## config.mk

```make
export PLATFORM = sky130hd
export DESIGN_NAME = term_ctrl
export DESIGN_NICKNAME = d
export VERILOG_FILES = /design/src/rtl/term_pkg.sv /design/src/rtl/term_ctrl.sv
export SDC_FILE = /design/constraint.sdc
export NUM_CORES = 1
export LEC_CHECK = 0
export CORE_ASPECT_RATIO = 2
export CORE_MARGIN = 2
export CORE_UTILIZATION = 55
export CTS_BUF_LIST = sky130_fd_sc_hd__clkbuf_2
export DETAILED_ROUTE_END_ITERATION = 16
export PLACE_DENSITY = 0.85
export SLEW_MARGIN = 20
export SYNTH_ARGS = -nofsm -noshare
export SYNTH_HDL_FRONTEND = slang
export SYNTH_SLANG_ARGS = --single-unit
```

## constraint.sdc

```tcl
create_clock -name clk -period 2.5 [get_ports clk]
set_clock_uncertainty 0.2 [all_clocks]
set_input_delay 0.25 -clock clk [delete_from_list [all_inputs] [get_ports clk]]
set_output_delay 0.25 -clock clk [all_outputs]
set_load 0.02 [all_outputs]
```

## src/rtl/term_pkg.sv

```systemverilog
// Shared constants, ASCII codes and state encoding for the terminal write controller.
package term_pkg;

    localparam int COLS = 70;
    localparam int ROWS = 30;
    localparam int XW   = 7;
    localparam int YW   = 5;

    localparam logic [7:0] ASCII_ENTER = 8'h0A;
    localparam logic [7:0] ASCII_BS    = 8'h08;
    localparam logic [7:0] ASCII_SP    = 8'h20;
    localparam logic [7:0] ASCII_DEL   = 8'h7F;

    localparam logic [XW-1:0] X_LAST = XW'(COLS - 1);
    localparam logic [YW-1:0] Y_LAST = YW'(ROWS - 1);

    typedef enum logic {
        IDLE  = 1'b0,
        CLEAR = 1'b1
    } state_t;

    function automatic logic [YW-1:0] next_row(input logic [YW-1:0] y);
        return (y == Y_LAST) ? '0 : y + YW'(1);
    endfunction

endpackage

```

## src/rtl/term_ctrl.sv

```systemverilog
// Terminal write controller: cursor tracking, character/backspace writes,
// newline line-clear sequencing and circular scroll origin for the text buffer.
//
// state | meaning
// IDLE  | accepting characters, at most one buffer write per accept
// CLEAR | blanking the new cursor row one column per cycle, input stalled
module term_ctrl
    import term_pkg::*;
(
    input  logic          clk,
    input  logic          reset,
    input  logic          in_valid,
    output logic          in_ready,
    input  logic [7:0]    in_char,
    output logic          wr_en,
    output logic [XW-1:0] wr_x,
    output logic [YW-1:0] wr_y,
    output logic [7:0]    wr_data,
    output logic [XW-1:0] cur_x,
    output logic [YW-1:0] cur_y,
    output logic [YW-1:0] top_row,
    output logic          busy
);

    state_t        state_q, state_d;
    logic [YW-1:0] rows_used_q, rows_used_d;
    logic [XW-1:0] clr_left_q, clr_left_d;

    logic          in_ready_d, wr_en_d, busy_d;
    logic [XW-1:0] wr_x_d, cur_x_d;
    logic [YW-1:0] wr_y_d, cur_y_d, top_row_d;
    logic [7:0]    wr_data_d;

    logic accept, printable, newline;

    always_ff @(posedge clk or negedge reset) begin
        if (!reset) begin
            state_q     <= IDLE;
            rows_used_q <= YW'(1);
            clr_left_q  <= '0;
            in_ready    <= 1'b0;
            wr_en       <= 1'b0;
            wr_x        <= '0;
            wr_y        <= '0;
            wr_data     <= '0;
            cur_x       <= '0;
            cur_y       <= '0;
            top_row     <= '0;
            busy        <= 1'b0;
        end else begin
            state_q     <= state_d;
            rows_used_q <= rows_used_d;
            clr_left_q  <= clr_left_d;
            in_ready    <= in_ready_d;
            wr_en       <= wr_en_d;
            wr_x        <= wr_x_d;
            wr_y        <= wr_y_d;
            wr_data     <= wr_data_d;
            cur_x       <= cur_x_d;
            cur_y       <= cur_y_d;
            top_row     <= top_row_d;
            busy        <= busy_d;
        end
    end

    always_comb begin
        state_d     = state_q;
        rows_used_d = rows_used_q;
        clr_left_d  = clr_left_q;
        in_ready_d  = in_ready;
        wr_en_d     = 1'b0;
        wr_x_d      = wr_x;
        wr_y_d      = wr_y;
        wr_data_d   = wr_data;
        cur_x_d     = cur_x;
        cur_y_d     = cur_y;
        top_row_d   = top_row;
        busy_d      = busy;
        accept      = in_valid && in_ready;
        printable   = (in_char >= ASCII_SP) && (in_char < ASCII_DEL);
        newline     = 1'b0;

        case (state_q)
            IDLE: begin
                in_ready_d = 1'b1;
                if (accept) begin
                    if (printable) begin
                        wr_en_d   = 1'b1;
                        wr_x_d    = cur_x;
                        wr_y_d    = cur_y;
                        wr_data_d = in_char;
                        if (cur_x == X_LAST) newline = 1'b1;
                        else                 cur_x_d = cur_x + XW'(1);
                    end else if (in_char == ASCII_ENTER) begin
                        newline = 1'b1;
                    end else if (in_char == ASCII_BS && cur_x != '0) begin
                        cur_x_d   = cur_x - XW'(1);
                        wr_en_d   = 1'b1;
                        wr_x_d    = cur_x - XW'(1);
                        wr_y_d    = cur_y;
                        wr_data_d = 8'h00;
                    end
                end
                // Scroll only once every physical row holds text.
                if (newline) begin
                    cur_x_d    = '0;
                    cur_y_d    = next_row(cur_y);
                    if (rows_used_q < YW'(ROWS)) rows_used_d = rows_used_q + YW'(1);
                    else                         top_row_d   = next_row(top_row);
                    clr_left_d = XW'(COLS);
                    state_d    = CLEAR;
                    in_ready_d = 1'b0;
                    busy_d     = 1'b1;
                end
            end
            CLEAR: begin
                if (clr_left_q != '0) begin
                    wr_en_d    = 1'b1;
                    wr_x_d     = XW'(COLS) - clr_left_q;
                    wr_y_d     = cur_y;
                    wr_data_d  = 8'h00;
                    clr_left_d = clr_left_q - XW'(1);
                end else begin
                    state_d    = IDLE;
                    in_ready_d = 1'b1;
                    busy_d     = 1'b0;
                end
            end
            default: state_d = IDLE;
        endcase
    end

endmodule

```

==> results of run 1 <==
-- worst max-delay path, cell delays in order, from the launching register on --
cell and delay (ns):
dfrtp_1 0.46, nor4_1 0.45, a31oi_1 0.35, a211oi_4 0.43
buf_12 0.18, mux2_2 0.33
-- registers in the layout, indices dropped and copies added (netlist names) --
signal and count:
clr_left_q 7, wr_x 7, rows_used_q 5, cur_x 7, cur_y 5, wr_data 8
state_q 1, wr_en 1, in_ready 1, wr_y 5, busy 1, top_row 5
-- area by class of cell --
class / instances / area, um2
clock inverter: 3 / 43.8
timing repair buffer: 112 / 988
clock buffer: 5 / 25.0
sequential: 53 / 1330
fill: 337 / 1100
inverter: 12 / 45.0
tap: 58 / 72.6
multi-input combinational: 228 / 1580
-- Yosys cell counts (3+ instances only) --
cell type  number
dfrtp_1        52
nand2_1        27
nor2_1         22
o21ai_0        22
a21oi_1        14
ha_1           14
a22o_1         12
nand3_1        12
clkbuf_1       11
inv_1          11
o31ai_1         9
a31oi_1         7
and3_1          6
buf_2           6
mux2_2          6
or3_1           6
xnor2_1         5
nand2b_1        4
nor4_1          4
xor2_1          4
a211oi_1        3
a22oi_1         3
and4_1          3
nor3_1          3
or4_1           3
-- power by group --
| part | total (mW) | internal, mW | leakage (nW) | switching [mW] |
|---|---|---|---|---|
| clock network | 0.470 | 0.171 | 0.0433 | 0.299 |
| registers | 0.860 | 0.860 | 0.636 | 0 |
| logic | 0.0817 | 0.0358 | 1.13 | 0.0460 |
-- cells by family (layout without fill, tap and decap cells) --
family                   Yosys count  in the layout  share of synthesized area
buffers and inverters             29            132                     0.0391
XOR/XNOR                           9              9                     0.0265
multiplexers                       7              7                     0.0261
AO/OA/AOI/OAI                     91             92                      0.212
AND/OR/NAND/NOR                  106            106                      0.191
flip-flops                        53             53                      0.447
adder cells (fa/ha/maj)           14             14                     0.0589
-- path summary, 6_finish.rpt --
| path | cells past startpoint | endpoint | slack [ns] | startpoint |
|---|---|---|---|---|
| worst max-delay path | 5 | wr_y[3] | 0.03 | cur_x[4] |
| worst min-delay path | 3 | clr_left_q[3] | 0.14 | reset |
| worst max register to register | 5 | wr_y[3] | 0.03 | cur_x[4] |
| worst min register to register | 2 | wr_x[3] | 0.32 | wr_x[3] |
| max in group asynchronous | 3 | wr_data[3] | 1.47 | reset |
| min in group clk | 2 | wr_data[6] | 0.27 | in_char[6] |
-- repair_timing --
item / CTS / global route
gates resized for setup: 4 / 1
gates cloned: 1 / 0
setup buffers: 3 / 3
pin swaps: 2 / 2
endpoints found under the setup margin: 21 / 26
hold buffers: 1 / 0
endpoints found under the hold margin: 52 / 0
-- per-layer routing --
metal / GRT usage / wire length [um]
met1: 0.308 / 3020
met2: 0.553 / 4810
met3: 0.0490 / 378
met4: 0.184 / 518
met5: 0 / 0
-- per-stage QoR --
| step | cell area [um2] | setup slack, ns | hold WS [ns] |
|---|---|---|---|
| final | 4090 | 0.0344 | 0.144 |
| after global routing | 4090 | -0.0344 | 0.229 |
| after CTS | 4050 | 0.00347 | 0.167 |
| after detailed placement | 3890 | -0.437 | 0.210 |
| after global placement | 3890 | -0.360 | 0.199 |
| after floorplan | 2970 | 0.115 | -0.246 |
==> summary.md, run 1 <==
| Metric | Value |
|---|---|
| Fin Setup TNS | `0 ns` |
| I/O pins | `51` |
| Antenna cells | `0` |
| Most frequent cells in the layout | `buf_4, dfrtp_1, clkdlybuf4s50_1` |
| Die X | `56.0 um` |
| Core ar. | `slightly above 0.005 mm2` |
| Slew @ Worst Pin | `roughly 0.71 ns` |
| Pleak | `around 1.8 nW` |
| DRT antenna net count | `0` |
| Vias in the first global route | `3060` |
| Vias per cell | `6.22` |
| Cell area power density | `about 350 mW/mm2` |
| Clock transition at the registers of the reported paths | `0.29 ns` |
| Final min period | `2.47 ns` |
| Drt wl/cell | `around 19 um` |
| DIE HEIGHT | `about 110 um` |
| FFs w/ async S/R, synth | `1.00` |
| Final WL | `~8700 um` |
| VDD IR max | `roughly 0.56 mV` |
| Initial core utilization | `0.573` |
| Final setup viols | `0` |
| Non-filler cells, final | `471` |
| Final cycle utilization of the critical path | `0.986` |
| CP startpoint kind | `flip-flop` |
| Largest net degree at the start of global routing | `54` |
| Worst Path Max Fanout | `9` |
| Status | `completed` |
| Root Buffer | `clkbuf_2` |
| Yosys warnings | `0` |
| Final Hold Vio Count | `0` |
| Max-cap violations | `0` |
| Dpl hpwl | `around 6100 um` |
| Worst slew margin | `0.522` |
| Netlist Area Pre-Place | `0.00297 mm2` |
| GPL Wtd Cong | `around 0.9` |
| Drt pass-1 iters | `4` |
| Clock Sinks | `53` |
| CTS tree | `done` |
| Register area share after synthesis | `0.447` |
| Final Max Slew Viols | `0` |
| Post-Syn Nets | `334` |
| Num CTS Buffers | `5` |
| Port bufs | `50` |
| Dominant synthesized flop cell | `dfrtp_1` |
| Total Die Area | `0.00604 mm2` |
| Cells after synthesis | `just over 300` |
| Post-synth EDFFs | `0` |
| Commonest non-fill, non-tap cell in the layout | `buf_4` |
| GRT Total Usage | `0.300` |
| DR vias | `2928` |
| Nature of the critical path endpoint | `flip-flop` |
| First-pass GRT wire length | `approximately 14000 um` |
| Final core utilization | `0.788` |
| Yosys top cell area share | `0.438` |
| #FFs+latches synth | `53` |
| Arrival time worst endpoint | `roughly 2.7 ns` |
| Gr ovfl total | `0` |
| Final net count | `between 400 and 500` |
| Area leader, netlist | `dfrtp_1` |
| Deepest clock path buffer count | `2` |
| CP Class | `reg -> reg` |
| F_max | `approximately 0.4 GHz` |
| Min-Delay Path Class | `in -> async` |
| Placed Cells | `~460` |
| Tot Pwr | `1.41 mW` |
| DRC viols | `0` |
| Syn Area/Cell | `between 9 and 10 um2` |
| Synth-to-Final Area Change | `37.4%` |
| Initial antenna violation count | `0` |
| # H-tree levels | `2` |
| CP required | `roughly 2.7 ns` |
| Leading post-synthesis cells by cell area | `dfrtp_1, ha_1, o21ai_0` |
| Share of post-route cells with drive strength above 1 | `0.215` |
| Row count | `37` |
| Netlist cell types | `56` |
| Clk Latency, worst-skew pair | `about 0.5 ns` |
| Initial DRC Count | `roughly 140` |
Power figures use the tool's default switching activity.
==> run 2, diff against run 1 <==
--- a/config.mk
+++ b/config.mk
@@ -7,10 +7,10 @@
 export LEC_CHECK = 0
 export CORE_ASPECT_RATIO = 2
 export CORE_MARGIN = 2
-export CORE_UTILIZATION = 55
+export CORE_UTILIZATION = 50
 export CTS_BUF_LIST = sky130_fd_sc_hd__clkbuf_2
 export DETAILED_ROUTE_END_ITERATION = 16
-export PLACE_DENSITY = 0.85
+export PLACE_DENSITY = 0.82
 export SLEW_MARGIN = 20
 export SYNTH_ARGS = -nofsm -noshare
 export SYNTH_HDL_FRONTEND = slang
==> constraint.sdc (replaced) <==
create_clock -name clk -period 2 [get_ports clk]
set_clock_uncertainty 0.2 [all_clocks]
set_input_delay 0.2 -clock clk [delete_from_list [all_inputs] [get_ports clk]]
set_output_delay 0.2 -clock clk [all_outputs]
set_load 0.02 [all_outputs]
==> summary.md, run 2 (synthesis gave the netlist of run 1 again) <==
| Metric | Value |
|---|---|
| Status | `finished with violations` |
| Violated checks | `negative hold slack, negative setup slack` |
| Core ar. | `0.00571 mm2 (+10%)` |
| Final core utilization | `0.928 (+0.140)` |
| Num CTS Buffers | `5 (unchanged)` |
| Design Area, Final | `0.00530 mm2 (+30%)` |
| First-pass GRT wire length | `18400 um (+29%)` |
| Final cycle utilization of the critical path | `1.24 (+0.250)` |
| Seq. cell area | `0.00134 mm2 (+0.57%)` |
| VDD IR max | `0.755 mV (+36%)` |
| Worst slew margin | `0.487 (-0.0345)` |
| Gr ovfl total | `0 (unchanged)` |
| Psw | `464 uW (+35%)` |
| Initial antenna violation count | `0 (unchanged)` |
| Clock Sinks | `53 (unchanged)` |
| DR vias | `3766 (+29%)` |
| F_max | `0.404 GHz (-0.32%)` |
| DRT antenna net count | `0 (unchanged)` |
| Vias per cell | `7.13 (+15%)` |
| Min Hold Slack | `-0.0317 ns (-0.176 ns)` |
| Initial DRC Count | `435 (+220%)` |
| Final worst slack | `-0.473 ns (-0.508 ns)` |
| Placed Cells | `463 (+1.8%)` |
| Final setup viols | `54 (+54)` |
| Port bufs | `50 (unchanged)` |
| Drt wl/cell | `30.0 um (+62%)` |
| Pint | `1.21 mW (+13%)` |
| Final Hold Vio Count | `7 (+7)` |
| Clock Power Share | `0.289 (-0.044)` |
| Row count | `39 (+5.4%)` |
| Reg2reg path depth | `9 (+4)` |
| Switching Fraction | `0.277 (+0.0328)` |
| Die X | `58.5 um (+4.5%)` |
| Final Max Slew Viols | `0 (unchanged)` |
| Pleak | `2.35 nW (+30%)` |
| Final min period | `2.47 ns (+0.00784 ns)` |
| Slew @ Worst Pin | `0.764 ns (+0.0492 ns)` |
| Pre-CTS WS | `-0.775 ns (-0.338 ns)` |
| CP startpoint kind | `flip-flop` |
| Total Die Area | `0.00662 mm2 (+9.5%)` |
| Commonest non-fill, non-tap cell in the layout | `buf_4` |
| Vias in the first global route | `3510 (+15%)` |
| I/O pins | `51 (unchanged)` |
| Nature of the critical path endpoint | `flip-flop` |
| Arrival time worst endpoint | `2.70 ns (about the same)` |
| DRC viols | `0 (unchanged)` |
| Tot Pwr | `1.67 mW (+19%)` |
| Comb pwr share | `0.069 (+0.011)` |
| CTS tree | `done` |
| Area of the multi-input gates | `0.00225 mm2 (+42%)` |
| Share of post-route cells with drive strength above 1 | `0.499 (+0.283)` |
| Dpl hpwl | `6550 um (+7.7%)` |
| Synth-to-Final Area Change | `78.2%` |
| Final WL | `15900 um (+82%)` |
| Max FFs per register | `8 (unchanged)` |
| Share of power burned in registers | `0.642 (+0.033)` |
| Drt pass-1 iters | `5 (+1)` |
| Deepest clock path buffer count | `2 (unchanged)` |
| CP Class | `reg -> reg` |
| Min-Delay Path Class | `in -> async` |
| GPL Wtd Cong | `0.917 (+1.2%)` |
| Worst Path Max Fanout | `5 (-4)` |
| Max-cap violations | `0 (unchanged)` |
| Top reg by flops | `wr_data` |
| GRT Total Usage | `0.376 (+0.0764)` |
| Initial core utilization | `0.521 (-0.0526)` |
| Root Buffer | `clkbuf_2` |
| Clk Latency, worst-skew pair | `0.52 ns (+0.03 ns)` |
| Antenna cells | `0 (unchanged)` |
| Non-filler cells, final | `528 (+12%)` |
| Final net count | `491 (+12%)` |
| Filler cell count | `185 (-45%)` |
| Placed inst area | `0.00406 mm2 (+4.1%)` |
| Most frequent cells in the layout | `buf_4, dfrtp_1, clkdlybuf4s50_1` |
| Clock transition at the registers of the reported paths | `0.32 ns (+0.03 ns)` |
| RSZ-0062 raised after global routing | `true` |
| Cell area power density | `316 mW/mm2 (-8.6%)` |
| Largest net degree at the start of global routing | `31 (-43%)` |
| CP required | `2.23 ns (-0.50 ns)` |
| DIE HEIGHT | `113 um (+4.7%)` |
| # H-tree levels | `2 (unchanged)` |
[run 2: power by group through the flow]
stage	clock (mW)	combinational, mW	sequential (mW)
final	0.483	0.115	1.08
after global routing	0.494	0.124	1.08
after CTS	0.456	0.103	1.07
after detailed placement	0	0.0977	1.09
after global placement	0	0.0958	1.09
after floorplan	0	0.0203	1.09
[run 2: timing repair]
| item | 4_1_cts | 5_1_grt |
|---|---|---|
| pin swaps | 33 | 30 |
| hold buffers | 1 | 0 |
| endpoints found under the setup margin | 66 | 57 |
| setup buffers | 42 | 19 |
| gates cloned | 3 | 0 |
| resized for setup | 84 | 89 |
| endpoints found under the hold margin | 53 | 0 |
[run 2: through the flow]
step	TNS (ns)	hold WS, ns
6_report	-14.25	-0.0317
5_1_grt	-16.93	0.0191
4_1_cts	-4.20	0.00813
3_5_place_dp	-32.58	0.0204
3_3_place_gp	-29.79	0.0174
2_1_floorplan	-1.97	-0.296
[run 2: worst paths after layout]
kind	end	slack, ns	startpoint
max	cur_x[6]	-0.47	cur_x[1]
min	wr_y[2]	-0.03	reset
max reg2reg	cur_x[6]	-0.47	cur_x[1]
min reg2reg	wr_data[7]	0.35	wr_data[7]
max in group asynchronous	cur_x[2]	1.00	reset
min in group clk	wr_data[2]	0.19	in_char[2]
[run 2: final cells by class]
cell class	count	area share
inverter	12	0.00850
multi-input combinational	229	0.425
sequential	53	0.252
clock inverter	3	0.00401
tap	61	0.0144
timing repair buffer	165	0.292
clock buffer	5	0.00472
[run 2: worst max-delay path: stages (launching register included)]
cell and delay (ns):
dfrtp_2 0.49, inv_2 0.08, buf_6 0.11, buf_4 0.13, ha_4 0.19, and4_1 0.23
a22o_4 0.17, a22oi_1 0.17, or4_4 0.51, o221ai_2 0.11
[run 2: layer usage]
metal	vias to the layer above	GRT usage	wire (um)
met1	1840	0.386	5120
met3	127	0.0491	1440
met5	-	0	0
met4	0	0.247	1440
li1	1465	-	-
met2	334	0.677	7860
==> RTL change 1, RTL diff (flow settings as in run 1) <==
Set the package constant `XW` to 8 (it was 7).
--- a/src/rtl/term_pkg.sv
+++ b/src/rtl/term_pkg.sv
@@ -3,7 +3,7 @@
 
     localparam int COLS = 70;
     localparam int ROWS = 30;
-    localparam int XW   = 7;
+    localparam int XW   = 8;
     localparam int YW   = 5;
 
     localparam logic [7:0] ASCII_ENTER = 8'h0A;
Interface: changed (resized cur_x and wr_x); port bits go from 51 to 53. No check against the original RTL was run, so the function may have changed too.
==> RTL change 1 against run 1 <==
  * Wire length shrank 14%
  * Worst setup slack gained 0.15 ns
  * Global-route usage shrank 5.6 points
  * Area after synthesis grew 3.4%
  * Power shrank 6.2%
  * Final area shrank 2.9%
  * Combinational power shrank 6.6%
  * Sequential cell count grew 3
  * Largest cell class unchanged
  * Largest power group unchanged
==> RTL change 1: results (changes against run 1) <==
\begin{tabular}{lr}
\hline
Metric & Value \\
\hline
\multicolumn{2}{l}{\textbf{Synthesis}} \\
\quad Leading cell types by count after synthesis & dfrtp\_1, nand2\_1, o21ai\_0 \\
\quad Share of cell area taken by muxes after synthesis & 0.0240 (-0.00207) \\
\quad Net Count, Synth & 348 (+4.2\%) \\
\quad Number of distinct library cell variants in the gate-level netlist after synthesis & 46 (-18\%) \\
\quad Cells taking the most area after synthesis & dfrtp\_1, o21ai\_0, ha\_1, nand2\_1, a22o\_1 \\
\quad XOR/XNOR share of the synthesized area & 0.0456 (+0.0191) \\
\quad Register area share after synthesis & 0.456 (+0.00988) \\
\quad Adder-Cell Fraction of Synth Area & 0.0570 (-0.00192) \\
\multicolumn{2}{l}{\textbf{Place}} \\
\quad Final RePlAce weighted congestion & 0.912 (+0.57\%) \\
\quad Placement Cell Area & 3910 sq um (+0.42\%) \\
\quad Worst slack, placed & -0.157 ns (+0.280 ns) \\
\quad DPL Wire Length & 5.81 mm (-4.5\%) \\
\multicolumn{2}{l}{\textbf{CTS}} \\
\quad Worst-skew pair later-pin latency & 0.47 ns (-0.02 ns) \\
\quad Clock transition time at the flip-flop clock pins of the worst setup and hold paths & 0.26 ns (-0.03 ns) \\
\multicolumn{2}{l}{\textbf{Global routing}} \\
\quad Global routing met1 resource utilization & 0.252 (-0.0562) \\
\quad First-pass GRT wire length & 11.8 mm (-18\%) \\
\quad GRT met2 Usage & 0.471 (-0.0820) \\
\quad Via count of the first global-routing pass & 2621 (-14\%) \\
\quad Global-route met3 utilization & 0.0400 (-0.00904) \\
\multicolumn{2}{l}{\textbf{STA}} \\
\quad Tmin final & 2.32 ns (-0.149 ns) \\
\quad Tightest slew margin relative to the limit & 0.572 (+0.0506) \\
\multicolumn{2}{l}{\textbf{Power}} \\
\quad Leak & 1.85 nW (+2.0\%) \\
\quad Worst vdd rail ir drop & 0.000402 V (-28\%) \\
\multicolumn{2}{l}{\textbf{Critical path}} \\
\quad Worst-case reg-to-reg path depth & 6 (+1) \\
\quad Critical Path End & clr\_left\_q[6] \\
\quad Signal arrival time at the worst endpoint & 2.50 ns (-0.19 ns) \\
\quad Largest fanout on the critical path & 4 (-5) \\
\multicolumn{2}{l}{\textbf{Route}} \\
\quad Vias post-DR & 2738 (-6.5\%) \\
\quad Count of TritonRoute iterations in the first routing pass & 5 (+1) \\
\quad Wirelength per Cell & 15.9 um (-14\%) \\
\quad Drt first-iter violations & 80 (-41\%) \\
\multicolumn{2}{l}{\textbf{Outcome}} \\
\quad Outcome & finished, final reports clean \\
\multicolumn{2}{l}{\textbf{Finish}} \\
\quad Share of layout cells above drive strength 1 & 0.153 (-0.0622) \\
\quad \# fillers & 426 (+26\%) \\
\hline
\end{tabular}
[RTL change 1: cell types whose count changed after synthesis, sizes merged, moves of 5 or more]
cell    change
xor2        +5
nand2      +16
nand4       +5
clkbuf      -5
o21ai      +16
o31ai       -7
[RTL change 1: timing repair]
item,CTS,global route
gates resized for setup,0,1
setup endpoints to repair,0,13
hold endpoints to repair,26,0
hold buffers,1,0
setup buffers,0,0
[RTL change 1: worst min path at each step]
stage / from / endpoint / depth (start not counted)
after floorplan: reset / busy / 0
after global placement: reset / cur_y[2] / 1
after detailed placement: reset / cur_y[2] / 1
after CTS: reset / clr_left_q[7] / 2
after global routing: reset / cur_y[2] / 2
final: reset / cur_y[2] / 2
[RTL change 1: stage by stage]
| step | utilization | TNS (ns) | std cells |
|---|---|---|---|
| 2_1_floorplan | - | 0 | 323 |
| 3_3_place_gp | 0.722 | -0.723 | 462 |
| 3_5_place_dp | 0.722 | -2.06 | 462 |
| 4_1_cts | 0.731 | 0 | 471 |
| 5_1_grt | 0.732 | 0 | 471 |
| 6_report | 0.732 | 0 | 471 |
[RTL change 1: cells by family (layout without fill, tap and decap cells)]
group,count (synthesis),after routing
multiplexers,7,7
AND/OR/NAND/NOR,116,116
adder cells (fa/ha/maj),14,14
buffers and inverters,27,115
flip-flops,56,56
AO/OA/AOI/OAI,87,87
XOR/XNOR,16,16
[RTL change 1: layer usage]
| layer | routed length [um] | vias to the layer above |
|---|---|---|
| li1 | - | 1334 |
| met1 | 2850 | 1314 |
| met2 | 4170 | 70 |
| met3 | 233 | 20 |
| met4 | 237 | 0 |
| met5 | 0 | - |
[RTL change 1: where the power goes]
group / switching (W) / total (W) / internal (W)
clock network: 0.000264 / 0.000340 / 0.0000760
logic: 0.0000411 / 0.0000763 / 0.0000352
registers: 0 / 0.000908 / 0.000908
[RTL change 1: area by class of cell]
class / count / area (sq um) / share of cell area
multi-input cells: 240 / 1540 / 0.388
inverters: 12 / 45.0 / 0.0114
flip-flops and latches: 56 / 1400 / 0.354
clock buffers: 7 / 35.0 / 0.00883
clock inverters: 1 / 5.00 / 0.00126
well taps: 60 / 75.1 / 0.0189
repair buffers: 95 / 866 / 0.218
[RTL change 1: critical path: stages (launching register included)]
cell and delay (ns):
dfrtp_1 0.48, or4_4 0.58, or4_1 0.44, and2_1 0.22, nand3_1 0.11, xor2_1 0.15, nand2_1 0.07
==> RTL change 2, RTL diff (settings of run 1) <==
Without the edit above. `wr_data` no longer has a reset.
--- a/src/rtl/term_ctrl.sv
+++ b/src/rtl/term_ctrl.sv
@@ -42,7 +42,6 @@
             wr_en       <= 1'b0;
             wr_x        <= '0;
             wr_y        <= '0;
-            wr_data     <= '0;
             cur_x       <= '0;
             cur_y       <= '0;
             top_row     <= '0;
@@ -55,12 +54,15 @@
             wr_en       <= wr_en_d;
             wr_x        <= wr_x_d;
             wr_y        <= wr_y_d;
-            wr_data     <= wr_data_d;
             cur_x       <= cur_x_d;
             cur_y       <= cur_y_d;
             top_row     <= top_row_d;
             busy        <= busy_d;
         end
+    end
+
+    always_ff @(posedge clk) begin
+        wr_data <= wr_data_d;
     end
 
     always_comb begin
Behaviour: differs if reset is asserted again (counterexample within 4 cycles, from zero or initial values and one cycle with reset low); with reset held inactive, the same outputs for 10 cycles.
==> RTL change 2 against run 1 <==
  * Area after synthesis decreased by 1.7%
  * Sequential cell count unchanged
  * Via count decreased by 13%
  * Wire length decreased by 16%
  * Final area decreased by 7.3%
  * Worst setup slack got worse by 0.032 ns
  * Core utilization decreased by 5.1 points
  * Worst hold slack got worse by 0.0060 ns
  * Non-clock buffer count decreased by 31
  * Power decreased by 6.8%
  * Largest power group unchanged
==> RTL change 2: results (changes against run 1) <==
\begin{tabular}{lr}
\hline
Metric & Value \\
\hline
\multicolumn{2}{l}{\textbf{Place}} \\
\quad DPL Wire Length & 5.21 mm (-14\%) \\
\quad Worst slack, placed & -0.100 ns (+0.337 ns) \\
\quad Placement Cell Area & 3630 sq um (-6.7\%) \\
\multicolumn{2}{l}{\textbf{Finish}} \\
\quad Layout multi-input combinational cell count & 208 (-8.8\%) \\
\quad Share of final layout cell area taken by clock buffers and inverters & 0.0119 (-0.00495) \\
\quad Final core utilization & 0.737 (-0.0511) \\
\quad Number of antenna diodes & 0 (unchanged) \\
\quad Signal inverters & 16 (+4) \\
\quad Multi-input combinational area share & 0.386 (-0.00179) \\
\quad Final layout net count & 388 (-11\%) \\
\quad Non-Clock Buffer Area Fraction & 0.206 (-0.0364) \\
\multicolumn{2}{l}{\textbf{Synthesis}} \\
\quad XOR/XNOR share of the synthesized area & 0.0450 (+0.0185) \\
\quad Syn Area/Cell & 10.1 sq um (+4.7\%) \\
\quad Cells taking the most area after synthesis & dfrtp\_1, edfxtp\_1, ha\_1, o21ai\_0, mux2\_4 \\
\quad Number of synthesized flops with an enable pin & 8 (+8) \\
\quad Register area share after synthesis & 0.468 (+0.0215) \\
\quad Post-synth ARST share & 0.849 (-0.151) \\
\quad Adder-Cell Fraction of Synth Area & 0.0514 (-0.00753) \\
\quad Net Count, Synth & 313 (-6.3\%) \\
\quad Post-synthesis compound-gate area fraction & 0.145 (-0.0669) \\
\quad Share of cell area taken by muxes after synthesis & 0.0634 (+0.0373) \\
\quad Leading cell types by count after synthesis & dfrtp\_1, nand2\_1, o21ai\_0 \\
\multicolumn{2}{l}{\textbf{Critical path}} \\
\quad Top Family by Delay on Critical Path & simple AND/OR/NAND/NOR gates \\
\quad Critical-path top delay cell & dfrtp\_2 \\
\quad Setup slack of the most critical reg-to-reg path & 0.003 ns (-0.03 ns) \\
\quad Worst r2r src & cur\_x[0] \\
\quad Largest fanout on the critical path & 4 (-5) \\
\multicolumn{2}{l}{\textbf{Route}} \\
\quad Drt first-iter violations & 96 (-29\%) \\
\quad Vias post-DR & 2545 (-13\%) \\
\quad DRT Wirelength & 7.32 mm (-16\%) \\
\quad Vias per std cell & 6.00 (-3.4\%) \\
\multicolumn{2}{l}{\textbf{Global routing}} \\
\quad Maximum number of pins on one net before global-route repair & 39 (-28\%) \\
\quad First-pass GRT wire length & 11.6 mm (-19\%) \\
\quad Via count of the first global-routing pass & 2442 (-20\%) \\
\multicolumn{2}{l}{\textbf{Power}} \\
\quad Leak & 1.65 nW (-9.0\%) \\
\quad Worst vdd rail ir drop & 0.000406 V (-27\%) \\
\multicolumn{2}{l}{\textbf{Outcome}} \\
\quad Outcome & finished, final reports clean \\
\multicolumn{2}{l}{\textbf{STA}} \\
\quad Tightest slew margin relative to the limit & 0.425 (-0.0965) \\
\hline
\end{tabular}
RTL change 2: cell types whose count changed after synthesis, sizes merged, moves of 7 or more:
cell and change:
a22o -12, edfxtp +8, nor3 +7, nor2 -7
dfrtp -8
RTL change 2: routing by layer:
layer / up-vias / GRT usage / wire length, um
met3: 16 / 0.0362 / 298
met4: 0 / 0.115 / 205
met5: - / 0 / 0
li1: 1190 / - / -
met2: 82 / 0.452 / 4170
met1: 1257 / 0.283 / 2650
RTL change 2: timing repair:
action	in CTS	in global routing
cloned	0	2
endpoints found under the setup margin	4	20
hold buffers	1	0
setup buffers	0	1
pin swaps	0	1
gates resized for setup	1	8
endpoints found under the hold margin	36	0
RTL change 2: worst max path at each step:
stage	to	slack (ns)	cells after the start	from
floorplan	wr_x[0]	0.003	9	cur_x[1]
global placement	cur_x[4]	-0.02	9	in_char[5]
detailed placement	top_row[3]	-0.10	10	in_char[6]
CTS	cur_x[2]	0.001	9	cur_x[1]
global route	wr_x[1]	-0.02	9	cur_x[0]
finish	wr_y[3]	0.003	9	cur_x[0]
RTL change 2: kinds of logic (layout without fill, tap and decap cells):
kind of cell | Yosys count | in the layout
and+or+nand+nor | 102 | 102
adders and majority gates | 12 | 12
buffers and inverters | 29 | 105
other | 1 | 1
xor gates and xnor gates | 15 | 15
muxes | 14 | 14
AOI/OAI and AO/OA | 64 | 64
DFF | 53 | 53
RTL change 2: power by group through the flow:
| stage | sequential (W) | clock, W | combinational (W) |
|---|---|---|---|
| floorplan | 0.000892 | 0 | 0.0000198 |
| global placement | 0.000891 | 0 | 0.0000676 |
| detailed placement | 0.000891 | 0 | 0.0000688 |
| CTS | 0.000877 | 0.000376 | 0.0000704 |
| global route | 0.000878 | 0.000412 | 0.0000781 |
| finish | 0.000877 | 0.000368 | 0.0000709 |
